**config.mk**
```make
export PLATFORM = sky130hd
export DESIGN_NAME = vc_wrr_sched
export DESIGN_NICKNAME = d
export VERILOG_FILES = /design/src/rtl/vc_wrr_sched.sv
export SDC_FILE = /design/constraint.sdc
export NUM_CORES = 1
export LEC_CHECK = 0
export CAP_MARGIN = 20
export CORE_ASPECT_RATIO = 1.75
export CORE_MARGIN = 2
export CORE_UTILIZATION = 47
export CTS_CLUSTER_DIAMETER = 100
export DETAILED_ROUTE_END_ITERATION = 7
export PLACE_DENSITY = 0.82
export SLEW_MARGIN = 20
export SYNTH_ARGS = -nofsm -noshare
export SYNTH_HDL_FRONTEND = slang
export SYNTH_HIERARCHICAL = 1
export SYNTH_SLANG_ARGS = --single-unit
```
**constraint.sdc**
```tcl
create_clock -name clk -period 3.09 [get_ports clk]
set_clock_uncertainty 0.1 [all_clocks]
set_input_delay 0.618 -clock clk [delete_from_list [all_inputs] [get_ports clk]]
set_output_delay 0.618 -clock clk [all_outputs]
set_load 0.1 [all_outputs]
```
**src/rtl/vc_wrr_sched.sv**
```systemverilog
`timescale 1ns/1ps
// vc_wrr_sched: weighted round-robin drain of the four PCIe VC FIFOs onto
// two 5-bit output ports. One arbiter instance per output port. VC0 has
// priority, VC1 is guaranteed a slot after `weight` consecutive VC0 grants,
// and the two source ports within a class take turns.

// Per-port arbiter: request qualification, class/source choice, weight
// counter, RR pointers and the registered output word for one port.
module vc_wrr_port #(
    parameter logic PORT = 1'b0
) (
    input  logic            clk,
    input  logic            reset,
    input  logic            grant_en,
    input  logic            pause,
    input  logic [3:0]      empty,
    input  logic [3:0][4:0] heads,
    input  logic [3:0]      weight,
    output logic [3:0]      gnt,
    output logic [4:0]      out_word,
    output logic            valid
);
    // FIFO index = {source port, vc}: bit0 VC0P0, bit1 VC1P0, bit2 VC0P1, bit3 VC1P1
    logic [3:0] req;
    logic [1:0] r0;        // VC0 requesters, indexed by source port
    logic [1:0] r1;        // VC1 requesters, indexed by source port
    logic [1:0] sel;       // requesters of the chosen class
    logic       pick_vc1;
    logic       src;
    logic       any_req;
    logic [3:0] cnt;       // consecutive VC0 grants while VC1 waited
    logic [1:0] rr;        // next-preferred source, indexed by class
    logic [4:0] gnt_word;

    // A FIFO requests this port when it holds a word routed here and the port is open
    always_comb begin
        req = '0;
        for (int i = 0; i < 4; i++)
            req[i] = grant_en & ~pause & ~empty[i] & (heads[i][4] == PORT);
    end

    assign r0 = {req[2], req[0]};
    assign r1 = {req[3], req[1]};

    // Class choice, then source choice within the class
    always_comb begin
        if (r0 == 2'b00)
            pick_vc1 = 1'b1;
        else if (r1 == 2'b00)
            pick_vc1 = 1'b0;
        else
            pick_vc1 = (weight != 4'd0) && (cnt >= weight);

        sel      = pick_vc1 ? r1 : r0;
        any_req  = |sel;
        // Both sources waiting: the pointer decides; otherwise take whoever asks
        src      = (sel == 2'b11) ? rr[pick_vc1] : sel[1];
        gnt      = '0;
        if (any_req)
            gnt[{src, pick_vc1}] = 1'b1;
        gnt_word = heads[{src, pick_vc1}];
    end

    // Arbitration state only moves on a grant to this port
    always_ff @(posedge clk) begin
        if (reset) begin
            cnt <= '0;
            rr  <= '0;
        end else if (any_req) begin
            rr[pick_vc1] <= ~src;
            if (pick_vc1)
                cnt <= '0;
            else if ((r1 != 2'b00) && (cnt != 4'hf))
                cnt <= cnt + 4'd1;
        end
    end

    // Registered output: the granted head word one cycle after its pop
    always_ff @(posedge clk) begin
        if (reset || !any_req) begin
            out_word <= '0;
            valid    <= 1'b0;
        end else begin
            out_word <= gnt_word;
            valid    <= 1'b1;
        end
    end
endmodule

module vc_wrr_sched (
    input  logic       clk,
    input  logic       reset,
    input  logic       enable,
    input  logic [3:0] empty,
    input  logic [4:0] head_VC0P0,
    input  logic [4:0] head_VC1P0,
    input  logic [4:0] head_VC0P1,
    input  logic [4:0] head_VC1P1,
    input  logic [1:0] pause_dest,
    input  logic [3:0] weight,
    output logic [3:0] pop,
    output logic [4:0] out_p0,
    output logic [4:0] out_p1,
    output logic       valid_p0,
    output logic       valid_p1
);
    typedef enum logic {IDLE = 1'b0, RUN = 1'b1} state_t;

    state_t          state_q;
    state_t          state_d;
    logic            grant_en;
    logic [3:0][4:0] heads;
    logic [1:0][3:0] gnt;
    logic [1:0][4:0] out_w;
    logic [1:0]      vld;

    assign heads = {head_VC1P1, head_VC0P1, head_VC1P0, head_VC0P0};

    // Control state register
    always_ff @(posedge clk) begin
        if (reset)
            state_q <= IDLE;
        else
            state_q <= state_d;
    end

    // Next state: follow enable, one cycle behind
    always_comb begin
        state_d = state_q;
        case (state_q)
            IDLE:    if (enable)  state_d = RUN;
            RUN:     if (!enable) state_d = IDLE;
            default: state_d = IDLE;
        endcase
    end

    // Grants need RUN and a live enable; reset kills pops in the same cycle
    always_comb begin
        grant_en = (state_q == RUN) && enable && !reset;
    end

    // Each FIFO targets one port, so the two arbiters never grant the same FIFO
    for (genvar k = 0; k < 2; k++) begin : g_port
        vc_wrr_port #(.PORT(k == 1)) u_port (
            .clk      (clk),
            .reset    (reset),
            .grant_en (grant_en),
            .pause    (pause_dest[k]),
            .empty    (empty),
            .heads    (heads),
            .weight   (weight),
            .gnt      (gnt[k]),
            .out_word (out_w[k]),
            .valid    (vld[k])
        );
    end

    assign pop      = gnt[0] | gnt[1];
    assign out_p0   = out_w[0];
    assign out_p1   = out_w[1];
    assign valid_p0 = vld[0];
    assign valid_p1 = vld[1];
endmodule

```
# Yosys cells after proc, flatten, opt, wreduce, memory -nomap -nowiden
# Index checks and enable logic that the tools add are counted.
# classes
magnitude_cmp	10
n_addsub	2
n_reduce_logical	28
bitwise_logic	31
n_eq_ne	4
muxes	35
# ops
operator	n
4-bit 2-to-1 mux	6
5-bit binary-select mux with 2-bit select	2
1-bit bitwise AND	18
1-bit 2-to-1 mux	17
1-bit NOT	12
1-bit logical AND	10
5-bit 2-to-1 mux	2
4-bit by 1-bit adder with 4-bit output, second input constant	2
4-bit greater-or-equal comparator	2
2-bit logical NOT	4
4-bit inequality test, second input constant	2
2-bit nonzero test	4
2-bit by 3-bit less-than comparator with 1-bit output, second input constant	2
2-bit bitwise mux	2
1-bit demux with 2-bit select	2
2-bit equality test, second input constant	2
2-bit by 1-bit greater-or-equal comparator with 1-bit output, second input constant	2
1-bit by 2-bit less-than comparator with 1-bit output, second input constant	2
2-bit 2-to-1 mux	2
4-bit bitwise OR	1
2-bit AND reduction	2
4-bit nonzero test	1
2-bit OR reduction	2
1-bit logical NOT	3
other kinds (3)	6
# totals
register_bits	25
out_inout_bits	16
input_bits	33
wordCells	119

# Depth between registers and ports, before layout
# depth
depth_word	17
mapped_depth	10

# Cells and area by module
# The synthesis kept the hierarchy.
# by_module_without_submodules
mod	n_inst	cells_per_inst	area_each_um2
vc_wrr_port (g_port[0].u_port)	1	148	1117.3
vc_wrr_port (g_port[1].u_port)	1	132	1093.5
vc_wrr_sched	1	7	60.1

# Worst setup path after synthesis
# No wires, ideal clock.
# synth_timing
path_kind	input to output
startpoint	in weight[3]
endpoint	out pop[3]
path_slack_ps	-427
arrival_time_ps	2799
path_buffers	2
path_stages	8
cell_sequence	or4_4 > buf_6 > o21a_4 > and3_4 > o32a_1 > buf_6 > nor2_1 > or2_1
# synth_rtl
item	line	rtl
start, declared	100	input logic [3:0] weight,
end, declared	101	output logic [3:0] pop,

==> metrics.txt <==
syn nets 330; first-pass GRT wire length between 10 and 15 mm; vias about 2.8k; Int Power between 0.0005 and 0.0006 W; TritonCTS clock tree yes; Sw Pwr 0.000232 W; die area between 5000 and 6000 sq um; area added between synthesis and finish 50.5%; largest net degree at the start of global routing 22; GRT Overall Usage 0.283; Reg clk slew, reported paths about 0.090 ns; Final setup viols 2; VDD IR max 0.218 mV; TritonCTS Buffers 3; vias per cell 6.59; DR iter-0 viols 167; asr flop ratio synth 0; Core Rows 33; Ys Warns 6; Initial DRT Pass Iterations 5; crit-path most repeated cell nor3_2; Reg power frac 0.433; slew margin rel. 0.639; number of global-route vias before repair approximately 2.6k; register bit total from synthesis 25; status complete, but fails checks; most frequent cells in the layout buf_4 (62), inv_1 (24), dfxtp_1 (22); Final period util 1.02; failing checks negative setup slack; Worst path max stage delay roughly 0.29 ns; buffers added on ports 48; total gr overflow 0; Critical Path RT 2.37 ns; commonest non-fill, non-tap cell in the layout buf_4; initial antenna violation count 0; Crit. path cell count 10; DP Wirelength between 5 and 6 mm; CP Cell Sequence buf_6 -> inv_1 -> ha_1 -> nor3_2 -> o21ai_2 -> a31oi_4 -> o32ai_4 -> nor3_2 -> or2_4 -> buf_12; part of the power in the clock network 0.263; largest delay contributor family on the critical path simple AND/OR/NAND/NOR gates; clock sinks 25; synthesized instance count 287; Final GP Congestion 1.00; Final Max Tran Viols 0; Gate power share 0.304; fill count between 300 and 400; Post-synth EDFFs 0; net switching fraction of the power 0.309; area of the core 4670 sq um; Worst Hold Class flop to flop; Clock Latency Late Sink 0.27 ns; Startpoint Class input port; sequential area share after synthesis 0.220; CP Data Arrival Time 2.45 ns; Synth Flop Type dfxtp_1; chip height 96.0 microns; final antenna-violating net count 0; Ant. Diodes 0; fin cells 420; R2R depth 8; critical setup path kind input port to output port; root buffer cell clkbuf_8; f_max approximately 0.32 GHz; Max-Cap Viols 0; post-cts hold buffer count 0; Final min period around 3.2 ns; Pleak between 1 and 1.5 nW; Power Density ~220 nW/um^2; share of cells above drive strength 1 0.375; CP Capture Type output port; Die W roughly 57 microns; Post-Syn Area between 2000 and 2500 sq um; initial core utilization 0.487; final WL slightly above 8 mm; final setup TNS -0.0863 ns; WL per Instance between 15 and 20 microns; final worst slack -0.0757 ns; Layout Nets approximately 410; Hold Path Depth 2; Distinct cells, synth 54; clock buffer depth 2; H-tree level count 1; DRC viols 0; Inst Count DP 408; Hold Vio Cnt, Final 0; Buf/Inv on CP 3; Slew @ Worst Pin around 0.54 ns; Ports 49; crit path max-delay cell type nor3_2; post-synthesis average cell area a little under 8 sq um; crit path max fanout 4
worst paths after layout:
kind | start | endpoint | slack (ns)
max reg2reg | state_q$_SDFF_PP0_ | g_port[0].u_port/out_word[0]$_SDFF_PN0_ | 0.80
min reg2reg | g_port[1].u_port/rr[1]$_SDFFE_PP0P_ | g_port[1].u_port/rr[1]$_SDFFE_PP0P_ | 0.43
max | weight[1] | pop[1] | -0.08
min | g_port[1].u_port/rr[1]$_SDFFE_PP0P_ | g_port[1].u_port/rr[1]$_SDFFE_PP0P_ | 0.43
synthesized netlist by cell type, types with 4 or more instances:
master | n | share of area
o311a_1 | 8 | 0.035
clkbuf_1 | 11 | 0.018
or2_1 | 4 | 0.011
nand2_1 | 15 | 0.025
nor4_1 | 8 | 0.022
o31ai_1 | 10 | 0.033
nor3_1 | 5 | 0.011
a311oi_1 | 9 | 0.035
o211ai_1 | 8 | 0.026
a211oi_1 | 4 | 0.013
buf_2 | 4 | 0.0088
o32ai_1 | 9 | 0.035
ha_1 | 10 | 0.055
a21oi_1 | 8 | 0.018
mux2_2 | 8 | 0.040
and3_1 | 5 | 0.014
a31oi_1 | 6 | 0.017
nand3_1 | 4 | 0.0088
inv_1 | 29 | 0.048
nor2b_1 | 8 | 0.022
nor2_1 | 18 | 0.030
mux2i_1 | 8 | 0.035
o21ai_0 | 16 | 0.035
dfxtp_1 | 25 | 0.22
o21a_1 | 9 | 0.030
worst reg2reg max path, delay by kind of cell, from the launching register on:
kind | cells | cell delay, ns
AOI/OAI and AO/OA | 2 | 0.47
buffers and inverters | 2 | 0.48
DFF | 1 | 0.30
muxes | 2 | 0.51
and+or+nand+nor | 2 | 0.30
flip-flops by register name, indices dropped and copies added, names as in the netlist:
name	count
g_port.u_port/valid	2
g_port.u_port/cnt	8
g_port.u_port/rr	4
g_port.u_port/out_word	10
state_q	1
what timing repair did:
action	in CTS	in global routing
cloned	0	0
pin swaps	18	10
resized for setup	69	23
buffers inserted	7	2
endpoints found under the setup margin	4	4
stage by stage:
step / hold slack [ns] / setup WS (ns) / cell area [sq um] / power [W] / util
floorplan: 0.376 / -0.0433 / 2300 / 0.000435 / -
global placement: 0.401 / -0.515 / 3050 / 0.000523 / 0.654
detailed placement: 0.401 / -0.600 / 3050 / 0.000526 / 0.654
CTS: 0.420 / -0.0108 / 3310 / 0.000739 / 0.710
global route: 0.494 / -0.126 / 3420 / 0.000788 / 0.732
finish: 0.427 / -0.0757 / 3420 / 0.000752 / 0.732
power groups by stage:
stage / combinational [W] / clock, W / sequential [W]
2_1_floorplan: 0.0000882 / 0 / 0.000346
3_3_place_gp: 0.000189 / 0 / 0.000333
3_5_place_dp: 0.000192 / 0 / 0.000333
4_1_cts: 0.000209 / 0.000205 / 0.000326
5_1_grt: 0.000239 / 0.000223 / 0.000326
6_report: 0.000229 / 0.000198 / 0.000326
kinds of logic after synthesis:
group / count (synthesis) / share of synthesized area
AOI/OAI and AO/OA: 106 / 0.368
adders and majority gates: 10 / 0.0551
buffers and inverters: 51 / 0.0981
DFF: 25 / 0.220
muxes: 16 / 0.0749
other: 1 / 0.00165
and+or+nand+nor: 78 / 0.182
final cells by class:
| type | count | area [sq um] | area share |
|---|---|---|---|
| Clock buffer | 4 | 45.0 | 0.0132 |
| Inverter | 29 | 111 | 0.0326 |
| Multi-Input combinational cell | 211 | 1820 | 0.531 |
| Sequential cell | 25 | 504 | 0.148 |
| Tap cell | 52 | 65.1 | 0.0190 |
| Timing Repair Buffer | 99 | 876 | 0.256 |
routing by layer:
layer / wire [microns] / global-route usage / up-vias
li1: - / - / 1252
met1: 2920 / 0.299 / 1266
met2: 4200 / 0.514 / 200
met3: 573 / 0.0349 / 51
met4: 543 / 0.194 / 0
met5: 0 / 0 / -
Power figures use the tool's default switching activity.
